## src/rtl/pc_redirect_ctrl.sv

```systemverilog
// Fetch-stage PC sequencer: owns the PC register, drives the next-PC mux select,
// arbitrates EX/ID redirects against sequential fetch, and raises IF/ID flushes.
module pc_redirect_ctrl #(
  parameter int unsigned WIDTH    = 32,
  parameter logic [WIDTH-1:0] RESET_PC = 32'h4000_0000,
  parameter int unsigned CNT_W    = 16
) (
  input  logic             clk,
  input  logic             rst,
  input  logic             ex_br_taken,
  input  logic             ex_jalr,
  input  logic             id_jal,
  input  logic             stall,
  input  logic             imem_ready,
  input  logic [WIDTH-1:0] next_pc,
  output logic [1:0]       pc_sel,
  output logic [WIDTH-1:0] pc,
  output logic             fetch_valid,
  output logic             flush_if,
  output logic             flush_id,
  output logic [CNT_W-1:0] redirect_cnt
);

  localparam logic [1:0] HOLD   = 2'd0;
  localparam logic [1:0] RUN    = 2'd1;
  localparam logic [1:0] SHADOW = 2'd2;

  localparam logic [1:0] SEL_PC4 = 2'd0;
  localparam logic [1:0] SEL_ALU = 2'd1;
  localparam logic [1:0] SEL_TGT = 2'd2;

  logic [1:0] state, state_nxt;
  logic       ex_redir;
  logic       pc_load;
  logic       cnt_inc;

  assign ex_redir = ex_br_taken | ex_jalr;

  // NOTE: every output of this block gets a default first, so no path through
  // the case statement can leave a signal unassigned and infer a latch.
  always_comb begin
    state_nxt = state;
    pc_sel    = SEL_PC4;
    flush_if  = 1'b0;
    flush_id  = 1'b0;
    pc_load   = 1'b0;
    cnt_inc   = 1'b0;
    case (state)
      RUN, SHADOW: begin
        if (ex_redir) begin
          // EX redirect overrides stall and backpressure; ID holds a wrong-path slot.
          pc_sel    = SEL_ALU;
          flush_if  = 1'b1;
          flush_id  = 1'b1;
          pc_load   = 1'b1;
          cnt_inc   = 1'b1;
          state_nxt = SHADOW;
        end else if (state == RUN && id_jal && !stall) begin
          pc_sel    = SEL_TGT;
          flush_if  = 1'b1;
          pc_load   = 1'b1;
          cnt_inc   = 1'b1;
          state_nxt = RUN;
        end else begin
          pc_load   = !stall && imem_ready;
          state_nxt = RUN;
        end
      end
      default: state_nxt = RUN;
    endcase
  end

  // NOTE: sequential state uses non-blocking assignments so every register
  // samples pre-edge values regardless of statement order.
  always_ff @(posedge clk or posedge rst) begin
    if (rst) begin
      state        <= HOLD;
      pc           <= RESET_PC;
      fetch_valid  <= 1'b0;
      redirect_cnt <= '0;
    end else begin
      state       <= state_nxt;
      fetch_valid <= (state_nxt != HOLD);
      if (pc_load) pc <= next_pc;
      if (cnt_inc) redirect_cnt <= redirect_cnt + CNT_W'(1);
    end
  end

endmodule

```

## config.mk

```make
export PLATFORM = sky130hd
export DESIGN_NAME = pc_redirect_ctrl
export DESIGN_NICKNAME = d
export VERILOG_FILES = /design/src/rtl/pc_redirect_ctrl.sv
export SDC_FILE = /design/constraint.sdc
export NUM_CORES = 1
export LEC_CHECK = 0
export BUFFER_PORTS_ARGS = -buffer_cell sky130_fd_sc_hd__buf_4
export CAP_MARGIN = 20
export CORE_ASPECT_RATIO = 2
export CORE_MARGIN = 2
export CORE_UTILIZATION = 35
export CTS_BUF_LIST = sky130_fd_sc_hd__clkbuf_8
export CTS_CLUSTER_SIZE = 8
export DETAILED_ROUTE_END_ITERATION = 8
export HOLD_SLACK_MARGIN = 0.08
export PLACE_DENSITY = 0.6
export SETUP_SLACK_MARGIN = 0.05
export SLEW_MARGIN = 40
export SYNTH_ARGS = -nofsm -noshare
export SYNTH_HDL_FRONTEND = slang
export SYNTH_SLANG_ARGS = --single-unit
```

## constraint.sdc

```tcl
create_clock -name clk -period 4.3 [get_ports clk]
set_input_delay 0.43 -clock clk [delete_from_list [all_inputs] [get_ports clk]]
set_output_delay 0.43 -clock clk [all_outputs]
set_load 0.01 [all_outputs]
```

Yosys cells after proc, flatten, opt, wreduce, memory -nomap -nowiden

Index checks and enable logic that the tools add are counted.

Add/sub/neg operators: 1
Bitwise gates (word level): 1
Muxes and demuxes: 13
Reduce and logical (&&, ||, !) cells: 6
Eq/ne operators: 2

Operators with widths:

| kind                                                             | number |
|---|---|
| 16-bit by 1-bit adder with 16-bit output (second input constant) | 1 |
| 2-bit two-way mux                                                | 5 |
| 1-bit two-way mux                                                | 8 |
| 1-bit logical AND                                                | 3 |
| 2-bit by 1-bit == test with 1-bit output (second input constant) | 1 |
| 2-bit == test (second input constant)                            | 1 |
| 2-bit nonzero test                                               | 1 |
| 2-bit OR reduction                                               | 1 |
| 1-bit logical NOT                                                | 1 |
| 1-bit bitwise OR                                                 | 1 |

Bits of input ports: 39
Output and inout bits: 53
Register bits after elaboration: 51

Longest topological paths before layout

Word-level depth: 6
Gate-level depth with buffers: 8
Depth with buffers taken out: 6

Worst setup path before layout

No wires, ideal clock.

Path type: reg-to-output
From: reg state[0]
To: out pc_sel[1]
Cell stages (with the launch flop): 3
Path buffers: 0
Slack: 2.641 ns
Arrival time: 1.229 ns
Cells stage by stage: dfrtp_1 ha_1 nor4_1

Cells in the longest elaborated chain, start to end: 6
Elaborated cells on any way between the ends: 8

RTL lines:

| what                                     | RTL line | RTL |
|---|---|---|
| from (decl)                              | 32       | `logic [1:0] state, state_nxt;` |
| from (signal assigned)                   | 82       | `state <= state_nxt;` |
| 2-bit by 1-bit == test with 1-bit output | 48, 58   |  |
| 1-bit logical AND (2 in a row)           | 58       | `end else if (state == RUN && id_jal && !stall) begin` |
| 2-bit two-way mux                        | 58       |  |
| 2-bit two-way mux                        | 50       | `if (ex_redir) begin` |
| 2-bit two-way mux *                      | 48       | `case (state)` |
| to (decl)                                | 16       | `output logic [1:0] pc_sel,` |

Mark *: on every way between the ends. The rest lies on a longest branch, timed or not.

Worst setup path in the final report

Ends and elaborated chain as after synthesis.

==> flow_summary.yaml <==
timing:
  max-slew-margin-rel_pct: 59.1
  fin_ws_ns: 2.20
  tightest_slew_ns: 0.613
  timing.final.crit_share_pct: 48.8
  skew_ns: 0.00999
  tns_ns: 0
  whs_ns: 0.191
  rsz0062_at_grt: "false"
  finalSetupViolCount: 0
  hold_viol: 0
  max_clock_freq_ghz: 0.477
  fin_crit_ns: 2.10
  drv_slew: 0
clock_tree:
  cts_hold_buf: 0
  clock-root-buffer: "clkbuf_8"
  ctsResizeCount: 0
  clock_path_buffers: 2
  post_cts_buffers: 0
  numCtsBuffers: 5
  insertion_delay_ns: 0.31
  cts.sinks: 51
  cts_tree: "done"
  cts_max_level: 2
  clk_pin_slew_ns: 0.10
critical_path:
  crit_fanout: 6
  cp.required_ns: 3.87
  path_class: "flip-flop to output port"
  r2r_cells: 4
  reg2reg_from: "state[0]$_DFF_PP0_"
  cp.arrival_ns: 1.67
  endpoint_kind: "output port"
  start_kind: "flip-flop"
  crit_start: "state[0]$_DFF_PP0_"
logic_synthesis:
  synth_top_area_cell: "dfrtp_1"
  synth.cell_area_um2: 2120
  syn_inst: 145
  synth-main-ff-cell: "dfrtp_1"
  synth.most_common_cell: "dfrtp_1"
  ys_ff_latch: 51
  yosys-top-cells-area: "dfrtp_1 (59%), mux2_2 (17%), xnor2_1 (4.5%)"
  yosysTopAreaCellShare_pct: 59.1
  ys_seq_area_share_pct: 60.3
  synthArstFlopShare_pct: 100
  synth_cell_types: 26
  syn_area_per_cell_um2: 14.6
  ys.warnings.count: 0
  synthTopCellsByCount: "dfrtp_1 (50), mux2_2 (32), xnor2_1 (11)"
  synth_edf_count: 0
  synth_nets: 186
global_route:
  grt_start_max_net_pins: 52
  track_usage_pct: 13.1
  grt_pass1_wl_um: 6750
  antenna_found_initial: 0
  grt-ovfl-total: 0
  grt_pass1_vias: 1474
finish:
  final_area_um2: 2980
  diodes: 0
  drive_gt1_share_pct: 58.3
  fillCellCount: 539
  area_growth_pct: 40.6
  finalNonFillerCells: 303
  finalNetCount: 280
route:
  wire_per_inst_um: 13.8
  ant_nets: 0
  drt_iter0_markers: 25
  routed_wl_um: 4190
  vias: 1450
  vias_per_cell: 4.79
  drt_pre_antenna_iters: 2
  drc: 0
power_and_ir_drop:
  power_density_nw_per_um2: 746
  leakagePower_nw: 1.42
  ir_drop_uv: 439
hold_path:
  min_path_type: "primary input to asynchronous set/reset pin"
die:
  start_util_pct: 35.9
  die-area_um2: 6730
  num_rows: 40
  ios: 92
  dieHeight_um: 114
  coreArea_um2: 5910
  die_width_um: 59.0
outcome:
  outcome: "finished clean"
placement:
  port-buffer-count: 91
  hpwl_um: 3100
  dpl.cell_count: 295
  postPlaceCellArea_um2: 2840
  gp_congestion: 0.705
  pre_cts_ws_ns: 2.44
job:
  drv_cap: 0
flip-flops by register name (all words and copies together), names as in the netlist:
signal	flops
pc	32
state	2
redirect_cnt	16
fetch_valid	1
routing by layer:
metal / share of wire, % / GRT usage (%) / vias up
met3: 10 / 4.88 / 6
met4: 1.7 / 5.45 / 0
li1: - / - / 683
met1: 43 / 16.8 / 687
met2: 46 / 19.9 / 74
met5: 0 / 0 / -
metrics by stage:
step,utilization [%],power [mW]
after global placement,48.1,1.83
after detailed placement,48.1,1.86
final,50.4,2.22
after global routing,50.4,2.37
after CTS,50.4,2.26
after floorplan,-,1.47
layout make-up:
type	instances	area [um^2]	share of cell area [%]
flip-flops and latches	51	1280	42.9
multi-input cells	85	777	26.1
repair buffers	92	691	23.2
well taps	63	78.8	2.65
clock buffers	5	68.8	2.31
clock inverters	3	67.6	2.27
inverters	4	17.5	0.588
cell usage in the layout, fill, tap and decap left out:
| cell | netlist | final |
|---|---|---|
| a21oi_2 | 1 | 1 |
| nor2_1 | 3 | 3 |
| bufinv_16 | 0 | 2 |
| xnor2_1 | 11 | 11 |
| mux2_2 | 32 | 32 |
| mux2_4 | 1 | 1 |
| nand2_1 | 7 | 7 |
| a21oi_1 | 1 | 1 |
| nor4_1 | 1 | 1 |
| nor2_4 | 1 | 1 |
| dfrtp_1 | 50 | 50 |
| o21ai_1 | 1 | 1 |
| and4_1 | 3 | 3 |
| and3_1 | 3 | 3 |
| clkinvlp_4 | 0 | 1 |
| a211oi_4 | 1 | 1 |
| clkbuf_8 | 0 | 5 |
| nand3b_4 | 1 | 1 |
| inv_1 | 4 | 3 |
| xor2_1 | 4 | 4 |
| nand4_1 | 3 | 3 |
| conb_1 | 1 | 1 |
| nand2b_1 | 1 | 1 |
| nand3_1 | 6 | 6 |
| dfstp_2 | 1 | 1 |
| buf_4 | 2 | 92 |
| inv_4 | 0 | 1 |
| a2111oi_4 | 1 | 1 |
| ha_1 | 2 | 2 |
report_power, final:
group	leakage, nW	internal, mW	switching, mW
registers	0.616	0.685	0.122
clock network	0.0644	0.232	0.164
logic	0.743	0.582	0.438
cell families after synthesis:
kind of cell,Yosys count,synth area share (%)
AO/OA/AOI/OAI,5,3.13
other,1,0.177
multiplexers,33,17.7
buffers and inverters,9,3.01
flip-flops,51,60.3
AND/OR/NAND/NOR,29,8.27
adder cells (fa/ha/maj),2,1.18
XOR/XNOR,15,6.20
critical path, cell delays in order (launching register included):
cell and delay (ns):
dfrtp_1 0.38, ha_1 0.41, nor4_1 0.38, buf_4 0.19
worst paths after layout:
check                                                to  slack, ns
max reg2reg                           pc[8]$_DFFE_PP0P_       2.44
max in group asynchronous            pc[10]$_DFFE_PP0P_       3.69
min reg2reg                redirect_cnt[15]$_DFFE_PP0P_       0.49
min in group clk                     pc[25]$_DFFE_PP0P_       0.35
max                                           pc_sel[1]       2.20
min                                  pc[16]$_DFFE_PP0P_       0.19
(Power assumes the default switching activity.)
